[src/rtl/pipeline_sequencer.sv]
// pipeline_sequencer: hazard detection, operand forwarding, stall/flush and halt/drain
// sequencing for a 5-stage pipeline, plus a saturating stall-cycle counter.
module pipeline_sequencer #(
  parameter int DRAIN_CYCLES = 4,
  parameter int CNT_W = 32
) (
  input  logic             clock,
  input  logic             reset,
  input  logic [4:0]       d_rs,
  input  logic [4:0]       d_rt,
  input  logic             d_uses_rs,
  input  logic             d_uses_rt,
  input  logic             d_branch,
  input  logic             d_redirect,
  input  logic [4:0]       e_wa,
  input  logic             e_rf_we,
  input  logic             e_is_load,
  input  logic [4:0]       m_wa,
  input  logic             m_rf_we,
  input  logic             m_is_load,
  input  logic [4:0]       w_wa,
  input  logic             w_rf_we,
  input  logic             dmem_req,
  input  logic             dmem_ready,
  input  logic             halt_req,
  input  logic             resume,
  output logic [4:0]       stall,
  output logic [4:0]       flush,
  output logic [1:0]       fwd_a,
  output logic [1:0]       fwd_b,
  output logic             halted,
  output logic [CNT_W-1:0] stall_cycles
);
  localparam int DW = $clog2(DRAIN_CYCLES + 1);
  typedef enum logic [1:0] {RUN, MEM_WAIT, DRAIN, HALTED} state_t;
  state_t state_q, state_d;
  logic [DW-1:0] cnt_q, cnt_d;
  logic [CNT_W-1:0] stall_cycles_q, stall_cycles_d;
  logic rs_e, rt_e, rs_m, rt_m, rs_w, rt_w, mem_wait, load_use, br_haz;
  always_comb begin
    rs_e = d_rs != 5'd0 && d_rs == e_wa && e_rf_we;
    rt_e = d_rt != 5'd0 && d_rt == e_wa && e_rf_we;
    rs_m = d_rs != 5'd0 && d_rs == m_wa && m_rf_we;
    rt_m = d_rt != 5'd0 && d_rt == m_wa && m_rf_we;
    rs_w = d_rs != 5'd0 && d_rs == w_wa && w_rf_we;
    rt_w = d_rt != 5'd0 && d_rt == w_wa && w_rf_we;
    mem_wait = dmem_req && !dmem_ready;
    load_use = e_is_load && ((d_uses_rs && rs_e) || (d_uses_rt && rt_e));
    br_haz = d_branch && ((d_uses_rs && (rs_e || (rs_m && m_is_load))) ||
                          (d_uses_rt && (rt_e || (rt_m && m_is_load))));
    state_d = state_q;
    cnt_d = cnt_q;
    stall = '0;
    flush = '0;
    halted = 1'b0;
    fwd_a = rs_m ? 2'b10 : rs_w ? 2'b01 : 2'b00;
    fwd_b = rt_m ? 2'b10 : rt_w ? 2'b01 : 2'b00;
    case (state_q)
      RUN: begin
        if (mem_wait) begin
          stall = '1;
          state_d = MEM_WAIT;
        end else begin
          stall = (load_use || br_haz) ? 5'b00011 : 5'b00000;
          flush = (load_use || br_haz) ? 5'b00100 : d_redirect ? 5'b00010 : 5'b00000;
          state_d = halt_req ? DRAIN : RUN;
          cnt_d = halt_req ? DW'(DRAIN_CYCLES - 1) : cnt_q;
        end
      end
      MEM_WAIT: begin
        stall = dmem_ready ? 5'b00000 : 5'b11111;
        state_d = dmem_ready ? RUN : MEM_WAIT;
      end
      DRAIN: begin
        // a pending DMEM access freezes the whole pipe and pauses the drain count
        stall = mem_wait ? 5'b11111 : 5'b00001;
        flush = mem_wait ? 5'b00000 : 5'b00010;
        cnt_d = (mem_wait || cnt_q == '0) ? cnt_q : cnt_q - 1'b1;
        state_d = (!mem_wait && cnt_q == '0) ? HALTED : DRAIN;
      end
      default: begin
        stall = '1;
        halted = 1'b1;
        state_d = resume ? RUN : HALTED;
      end
    endcase
    if (!reset) begin
      stall = '0;
      flush = '1;
      fwd_a = '0;
      fwd_b = '0;
      halted = 1'b0;
    end
    stall_cycles_d = (stall[0] && stall_cycles_q != '1) ? stall_cycles_q + 1'b1 : stall_cycles_q;
  end
  always_ff @(posedge clock or negedge reset) begin
    if (!reset) begin
      state_q <= RUN;
      cnt_q <= '0;
      stall_cycles_q <= '0;
    end else begin
      state_q <= state_d;
      cnt_q <= cnt_d;
      stall_cycles_q <= stall_cycles_d;
    end
  end
  assign stall_cycles = stall_cycles_q;
endmodule
[config.mk]
export PLATFORM = sky130hd
export DESIGN_NAME = pipeline_sequencer
export DESIGN_NICKNAME = d
export VERILOG_FILES = /design/src/rtl/pipeline_sequencer.sv
export SDC_FILE = /design/constraint.sdc
export NUM_CORES = 1
export LEC_CHECK = 0
export CAP_MARGIN = 20
export CORE_ASPECT_RATIO = 1.25
export CORE_UTILIZATION = 49
export DETAILED_ROUTE_END_ITERATION = 10
export PLACE_DENSITY = 0.83
export SETUP_SLACK_MARGIN = 0.02
export SYNTH_ARGS = -nofsm -noshare
export SYNTH_HDL_FRONTEND = slang
export SYNTH_SLANG_ARGS = --single-unit
[constraint.sdc]
create_clock -name clock -period 4.8 [get_ports clock]
set_input_delay 0.72 -clock clock [delete_from_list [all_inputs] [get_ports clock]]
set_output_delay 0.72 -clock clock [all_outputs]
set_load 0.05 [all_outputs]
---- Word level (Yosys, flattened, before mapping) ----
Cells that the tools add are included.
cells by class
  equality and inequality tests ........... 12
  $add $sub $neg .......................... 2
  muxes and demuxes ....................... 30
  reductions and logical operators ........ 38
operators by type and width
  kind                                               count
  adder 32 x 1 -> 32 bit (second input constant)     1
  inequality test 32 bit (second input constant)     1
  == test 5 bit                                      6
  two-way mux 5 bit                                  5
  logical AND 1 bit                                  23
  two-way mux 2 bit                                  10
  two-way mux 3 bit                                  5
  one-hot mux 5 bit (3 select lines)                 1
  one-hot mux 3 bit (2 select lines)                 2
  nonzero test 5 bit                                 2
  logical OR 1 bit                                   6
  two-way mux 1 bit                                  6
  inequality test 2 bit (second input constant)      3
  one-hot mux 2 bit (3 select lines)                 1
  AND reduction 4 bit                                1
  logical NOT 3 bit                                  1
  OR reduction 3 bit                                 1
  subtractor 3 x 1 -> 3 bit (second input constant)  1
  == test 2 x 1 -> 1 bit (second input constant)     1
  == test 2 bit (second input constant)              1
  logical NOT 1 bit                                  2
  logical NOT 2 bit                                  1
  nonzero test 2 bit                                 1
word-level totals
  input port bits ......................... 40
  output and inout bits ................... 47
  register bits ........................... 37

---- Logic depth before layout (Yosys ltp) ----
  depth in word-level cells ............... 14
  depth in mapped cells ................... 8
  gate-level depth less buffers ........... 7

---- Worst setup path after synthesis ----
OpenSTA, ideal clock, no wires.
  kind .................................... input -> output
  start ................................... in d_rs[1]
  end ..................................... out fwd_a[0]
  stages on the path ...................... 4
  path buffers ............................ 0
  data arrival time ....................... 3977 ps
  setup slack ............................. 103 ps
  cells stage by stage .................... or4_1 -> nor2_1 -> nor4_2 -> a2111oi_0
between the ends
  word-level cells in the longest chain between the ends .. 6
RTL lines
  element                                                     line    text
  start: declaration                                          9       input logic [4:0] d_rs,
  == test 5 bit / nonzero test 5 bit (equally long branches)  45, 43
  logical AND 1 bit (2 in a row)                              45      rs_w = d_rs != 5'd0 && d_rs == w_wa && w_rf_we;
  two-way mux 1 bit                                           56      fwd_a = rs_m ? 2'b10 : rs_w ? 2'b01 : 2'b00;
  two-way mux 2 bit (*)                                       56
  two-way mux 2 bit (*)                                       87      if (!reset) begin
  end: declaration                                            29      output logic [1:0] fwd_a,
Every way passes the cells marked *; elsewhere a longest branch is shown, timed or not.

---- Final worst setup path ----
  start ................................... in d_rt[1]
  end ..................................... out fwd_b[0]
between the ends
  word-level cells in the longest chain between the ends .. 6
RTL lines
  element                                                     line    text
  start: declaration                                          10      input logic [4:0] d_rt,
  == test 5 bit / nonzero test 5 bit (equally long branches)  46, 44
  logical AND 1 bit (2 in a row)                              46      rt_w = d_rt != 5'd0 && d_rt == w_wa && w_rf_we;
  two-way mux 1 bit                                           57      fwd_b = rt_m ? 2'b10 : rt_w ? 2'b01 : 2'b00;
  two-way mux 2 bit (*)                                       57
  two-way mux 2 bit (*)                                       87
  end: declaration                                            30      output logic [1:0] fwd_b,
Marked as above.

==> results by group <==
Outcome
  – Status: finished, final reports clean

Place
  – Placer congestion estimate: around 0.84
  – Input/output buffers: 86
  – Post-DP HPWL: about 4600 um

Final layout
  – Net count reported at finish: roughly 380
  – Most frequent cells in the layout: 84 x clkdlybuf4s50_1, 52 x xnor2_1, 37 x dfrtp_1, 31 x nand3_1, 17 x and3_1
  – Syn-to-layout area delta: 38.9%
  – Antenna diode count: 0
  – Fill cells: around 400
  – Multi-input logic area: ~0.0014 sq mm
  – FF+latch area: about 930 sq um
  – Fraction of layout cells with a size suffix above 1: 0.0647
  – Commonest non-fill, non-tap cell in the layout: clkdlybuf4s50_1

Yosys
  – Mapped Avg Cell Area: ~9.5 sq um
  – Simple-gate area share of the yosys netlist: 0.262
  – Post-synthesis cell count: 255
  – Seq cells post-synth: 37
  – Yosys cell types: between 40 and 50
  – Synth Warn #: 0
  – Mapped cell area: 0.00243 sq mm
  – Post-synth EDFFs: 0
  – Syn nets: around 300
  – Xor and xnor fraction of the mapped netlist area: 0.216
  – Multiplexer area fraction after synthesis: 0.00927
  – Fraction of registers with async set/reset: 1.00
  – Sequential area share after synthesis: 0.381
  – Adder-Cell Fraction of Synth Area: 0.0154
  – Largest family of logic cells by synthesized area: simple AND/OR/NAND/NOR gates
  – Synth Area in Compound Gates: 0.0711
  – Most common flop cell mapped by yosys: dfrtp_1

Job
  – Max-cap violations: 0

Timing
  – Slew HR: 0.454
  – Highest Clock Rate: 230 MHz
  – RSZ-0062 raised after global routing: false
  – Crit share post-route: 0.905
  – Setup TNS: 0 ns
  – # setup viols final: 0
  – Worst-Margin Slew: slightly above 0.8 ns
  – Clock Skews: between 0.006 and 0.007 ns
  – Min cycle time layout: about 4.3 ns
  – Final Max Tran Viols: 0
  – Fin. Hold Viols: 0

Worst setup path
  – Kind of critical path: in2out
  – Worst path most repeated cell: clkdlybuf4s50_1
  – Largest stage delay, worst path: slightly above 0.9 ns
  – CP Data Required Time: between 4 and 5 ns
  – Max stage delay cell, worst path: clkdlybuf4s50_1
  – Startpoint type of the worst setup path: input port
  – Arrival time worst endpoint: ~3.6 ns
  – CP max FO: 4
  – Critical path cell sequence: clkdlybuf4s50_1 > or4_1 > nor2_2 > nor4_2 > a2111oi_0 > clkdlybuf4s50_1
  – Worst Setup End Kind: output port

Clocking
  – Clock Tree Root: clkbuf_8
  – TritonCTS Buffers: 5
  – Clock Path Buffers: 2
  – H-Tree Depth: 2
  – Cts repair resizes: 0
  – Hold-fix buffers, CTS: 0
  – Worst-Skew Late Latency: about 0.28 ns
  – Clock tree sinks: 37
  – # Post-CTS Setup Buffers: 0
  – Worst-path clk slew: around 0.07 ns
  – CTS tree: built

Global route
  – Antenna violations before repair: 1
  – Gr usage total: 0.243
  – Number of global-route vias before repair: between 2000 and 2500
  – Largest net degree at the start of global routing: between 40 and 50
  – First-pass GRT wire length: approximately 9900 um
  – Global route overflow: 0

Routing
  – First-pass detailed-route iteration total: 4
  – DR DRC count: 0
  – Drt total wl: between 5000 and 6000 um
  – Avg WL per Cell: ~15 um
  – Detail-routed via count per cell: approximately 5.5
  – Antenna-violating nets left: 0
  – Via Count: about 2200
  – Starting DRT DRC Count: 199

Power
  – Power density over cell area: roughly 320 mW/mm^2
  – Design Power: about 1100 uW
  – Maximum VDD drop: around 300 uV
  – Leakage power: between 0.001 and 0.0015 uW

Floorplan
  – Number of I/O pins: between 80 and 90
  – Initial Util: 0.510
  – Die width: 65.0 um
  – CORE AREA: 0.00476 sq mm
  – Row Count: 28
  – Die area: around 0.0052 sq mm
  – DIE HEIGHT: between 80 and 90 um

Worst hold path
  – Hold crit path type: reg2reg
==> through the flow <==
| step | utilization | area (sq um) | instances | hold WS [ns] | setup slack [ns] |
|---|---|---|---|---|---|
| global placement | 0.691 | 3290 | 392 | 0.476 | 0.519 |
| global route | 0.709 | 3380 | 400 | 0.523 | 0.383 |
| finish | 0.709 | 3380 | 400 | 0.487 | 0.455 |
| CTS | 0.709 | 3380 | 400 | 0.496 | 0.525 |
| floorplan | - | 2430 | 255 | 0.424 | 0.103 |
| detailed placement | 0.691 | 3290 | 392 | 0.485 | 0.558 |
==> final cells by class <==
cell class / count / area share
Inverter: 8 / 0.00890
Timing Repair Buffer: 88 / 0.257
Tap cell: 60 / 0.0222
Multi-Input combinational cell: 199 / 0.413
Clock buffer: 6 / 0.0215
Clock inverter: 2 / 0.00297
Sequential cell: 37 / 0.274
==> synthesized netlist by cell type (3+ instances only) <==
cell	n	area [sq um]
inv_1	8	30.0
nand3_1	31	155
clkbuf_1	3	11.3
xnor2_1	52	455
a21oi_1	4	20.0
or4_1	3	22.5
xor2_1	8	70.1
nand2_1	10	37.5
nor4_1	3	18.8
o21ai_0	9	45.0
nor2_1	13	48.8
nand4_1	13	81.3
buf_4	4	30.0
and4_1	3	26.3
nor3_1	3	15.0
and3_1	17	106
buf_6	3	33.8
dfrtp_1	37	926
ha_1	3	37.5
==> worst max-delay path: cells and delay by family <==
family / cells / cell delay (ns)
AO/OA/AOI/OAI: 1 / 0.67
AND/OR/NAND/NOR: 3 / 0.80
buffers and inverters: 2 / 1.44
==> layer usage <==
layer	part of all wire	global-route usage	vias to the layer above
met5	0.0017	0	-
met4	0.017	0.0956	2
met3	0.076	0.0688	12
met2	0.51	0.430	90
met1	0.40	0.274	1024
li1	-	-	1070
==> report_power, final <==
part / switching [uW] / internal (uW) / leakage (uW)
Clock: 108 / 101 / 0.0000450
Combinational: 286 / 181 / 0.000777
Sequential: 59.3 / 356 / 0.000493
==> state kept, by name (all words and copies together) (netlist names) <==
register	cells
cnt_q	3
stall_cycles	32
state_q	2
==> cells by family (layout without fill, tap and decap cells) <==
logic type	after synthesis	after routing
compound gates	24	24
fa+ha+maj	3	3
simple gates	110	110
xor+xnor	60	60
buf+inv	19	104
mux	2	2
flops	37	37
==> final timing paths <==
kind	startpoint	endpoint	slack, ns	cells after the start
max	d_rt[1]	fwd_b[0]	0.45	6
min	stall_cycles[28]$_DFFE_PN0P_	stall_cycles[28]$_DFFE_PN0P_	0.49	1
max reg2reg	stall_cycles[18]$_DFFE_PN0P_	stall_cycles[19]$_DFFE_PN0P_	1.96	7
min reg2reg	stall_cycles[28]$_DFFE_PN0P_	stall_cycles[28]$_DFFE_PN0P_	0.49	1
max in group asynchronous	reset	cnt_q[2]$_DFFE_PN0P_	3.88	2
min in group asynchronous	reset	stall_cycles[20]$_DFFE_PN0P_	0.57	2
Note: power is estimated with default switching activity, not from simulation.
==> RTL edit: new RTL, same flow settings <==
Make the reset (`reset`) synchronous in one clocked block.
--- a/src/rtl/pipeline_sequencer.sv
+++ b/src/rtl/pipeline_sequencer.sv
@@ -94,5 +94,5 @@
     stall_cycles_d = (stall[0] && stall_cycles_q != '1) ? stall_cycles_q + 1'b1 : stall_cycles_q;
   end
-  always_ff @(posedge clock or negedge reset) begin
+  always_ff @(posedge clock) begin
     if (!reset) begin
       state_q <= RUN;
Check against the original RTL: differs if reset is asserted again (counterexample within 4 cycles, from zero or initial values and one cycle with reset low); with reset held inactive, the same outputs for 10 cycles.
==> RTL edit against the original RTL <==
Setup slack better by 0.033 ns; final area up 1.7%; critical path depth up 3; sequential cell count unchanged; via count up 19%; worst hold slack better by 0.00066 ns; routed wire length up 12%; count of clock-buffer cells in the layout unchanged; synthesized area up 2.4%; core utilization up 0.68 points; first-iteration DRC count down 44%; critical path type unchanged; critical endpoint is now stall[1].
Power is not compared: it rests on default switching activity, and its combinational part moved more than twofold at a synthesized area within 25%.
==> RTL edit: results (changes against the original RTL) <==
The startpoint identified for the worst register-to-register timing path is state_q[1]. The most used flip-flop cell after synthesis is dfxtp_1. The tools report the routing usage on met1 as 0.2790 (+0.004858). The xor/xnor share of the synthesized area came out at 0.1549 (-0.06142).

The startpoint identified for the worst hold timing path is stall_cycles[4]. The run gives 448 (+14%) as the number of placed instances, taps included. The commonest cells after synthesis are 39 x xnor2_1, 37 x dfxtp_1, 30 x nor2_1. The tools report the storage element area as 740.7 sq um (-20%).

Non-clock buffer contribution to total cell area: 0.2558 (-0.001396). The slew at the pin closest to its max-slew limit came out at 0.5270 ns (-0.2906 ns). The arithmetic-cell share of the synthesized area counting full adders, half adders and majority gates was 0.01508 (-0.0003650). The compound-cell area share of the yosys netlist is 0.1217 (+0.05061), and the total wire length after detailed routing is 6.595 mm (+12%). The tools report the count of different cell masters after synthesis as 47 (+15%). For the amount of wire on met3 after detailed routing, the log shows 402 microns (-10%). The count of routing violations after the opening detailed-route iteration is 112 (-44%), and the global-route wire length before repair is 11.00 mm (+11%). In this run the worst setup path terminates at stall[1].

The proportion of cell area occupied by multi-input gates was 0.4676 (+0.05467); the global-route usage over all layers was 0.2637 (+0.02038). The final weighted congestion in routability-driven placement was 0.8979 (+7.5%); the routed length on met2 was 3.458 mm (+16%). The uppermost signal routing layer after detailed routing was met4.

The count of vias placed by the detailed router is 2609 (+19%). The flow ran to the end, and the final reports show no timing, DRC or antenna violations. Tracing the worst setup path back leads to its startpoint at d_rt[2].

The count of cells along the worst register-to-register path came out at 6 (-1). The worst hold path terminates at stall_cycles[4]. For the multi-input combinational cell area, the log shows 1605 sq um (+15%).

The count of nets after finishing was 438 (+15%); the source-to-sink clock delay at the later pin of the worst-skew pair was 0.30 ns (+0.02 ns). The non-clock inverter instance count of the final layout was 10 (+2). The worst clock skew was 0.01440 ns (+0.007573 ns). The logs give 0.5010 (+0.07081) for the fraction of met2 tracks used by global routing and 3337 sq um (+1.3%) for the area after detailed placement. Async set-reset flop share out of synthesis: 0 (-1.000).

The net count after synthesis came out at 360 (+21%). Share of cell area taken by muxes after synthesis: 0.02011 (+0.01084).
RTL edit: cell count changes in the layout (fill, tap and decap cells not counted), moves of 5 or more:
cell | before | now
nand2_1 | 10 | 28
or3_1 | 0 | 12
dfrtp_1 | 37 | 0
mux2i_1 | 0 | 5
nor2_1 | 13 | 30
and3_1 | 17 | 9
nand3_1 | 31 | 19
nor3_1 | 3 | 14
a21oi_1 | 4 | 18
xnor2_1 | 52 | 39
dfxtp_1 | 0 | 37
RTL edit: logic make-up after synthesis:
family / count (synthesis)
xor gates and xnor gates: 44
muxes: 5
buffers and inverters: 28
DFF: 37
adders and majority gates: 3
and+or+nand+nor: 152
AOI/OAI and AO/OA: 48
RTL edit: worst max-delay path, stage by stage:
cell and delay [ns]:
clkdlybuf4s50_1 0.51, or4_2 0.69, nor2_1 0.23, nor4_4 0.08, a22oi_2 0.24, nor2_1 0.07
nor2_1 0.21, o22ai_1 0.12, clkdlybuf4s50_1 0.71
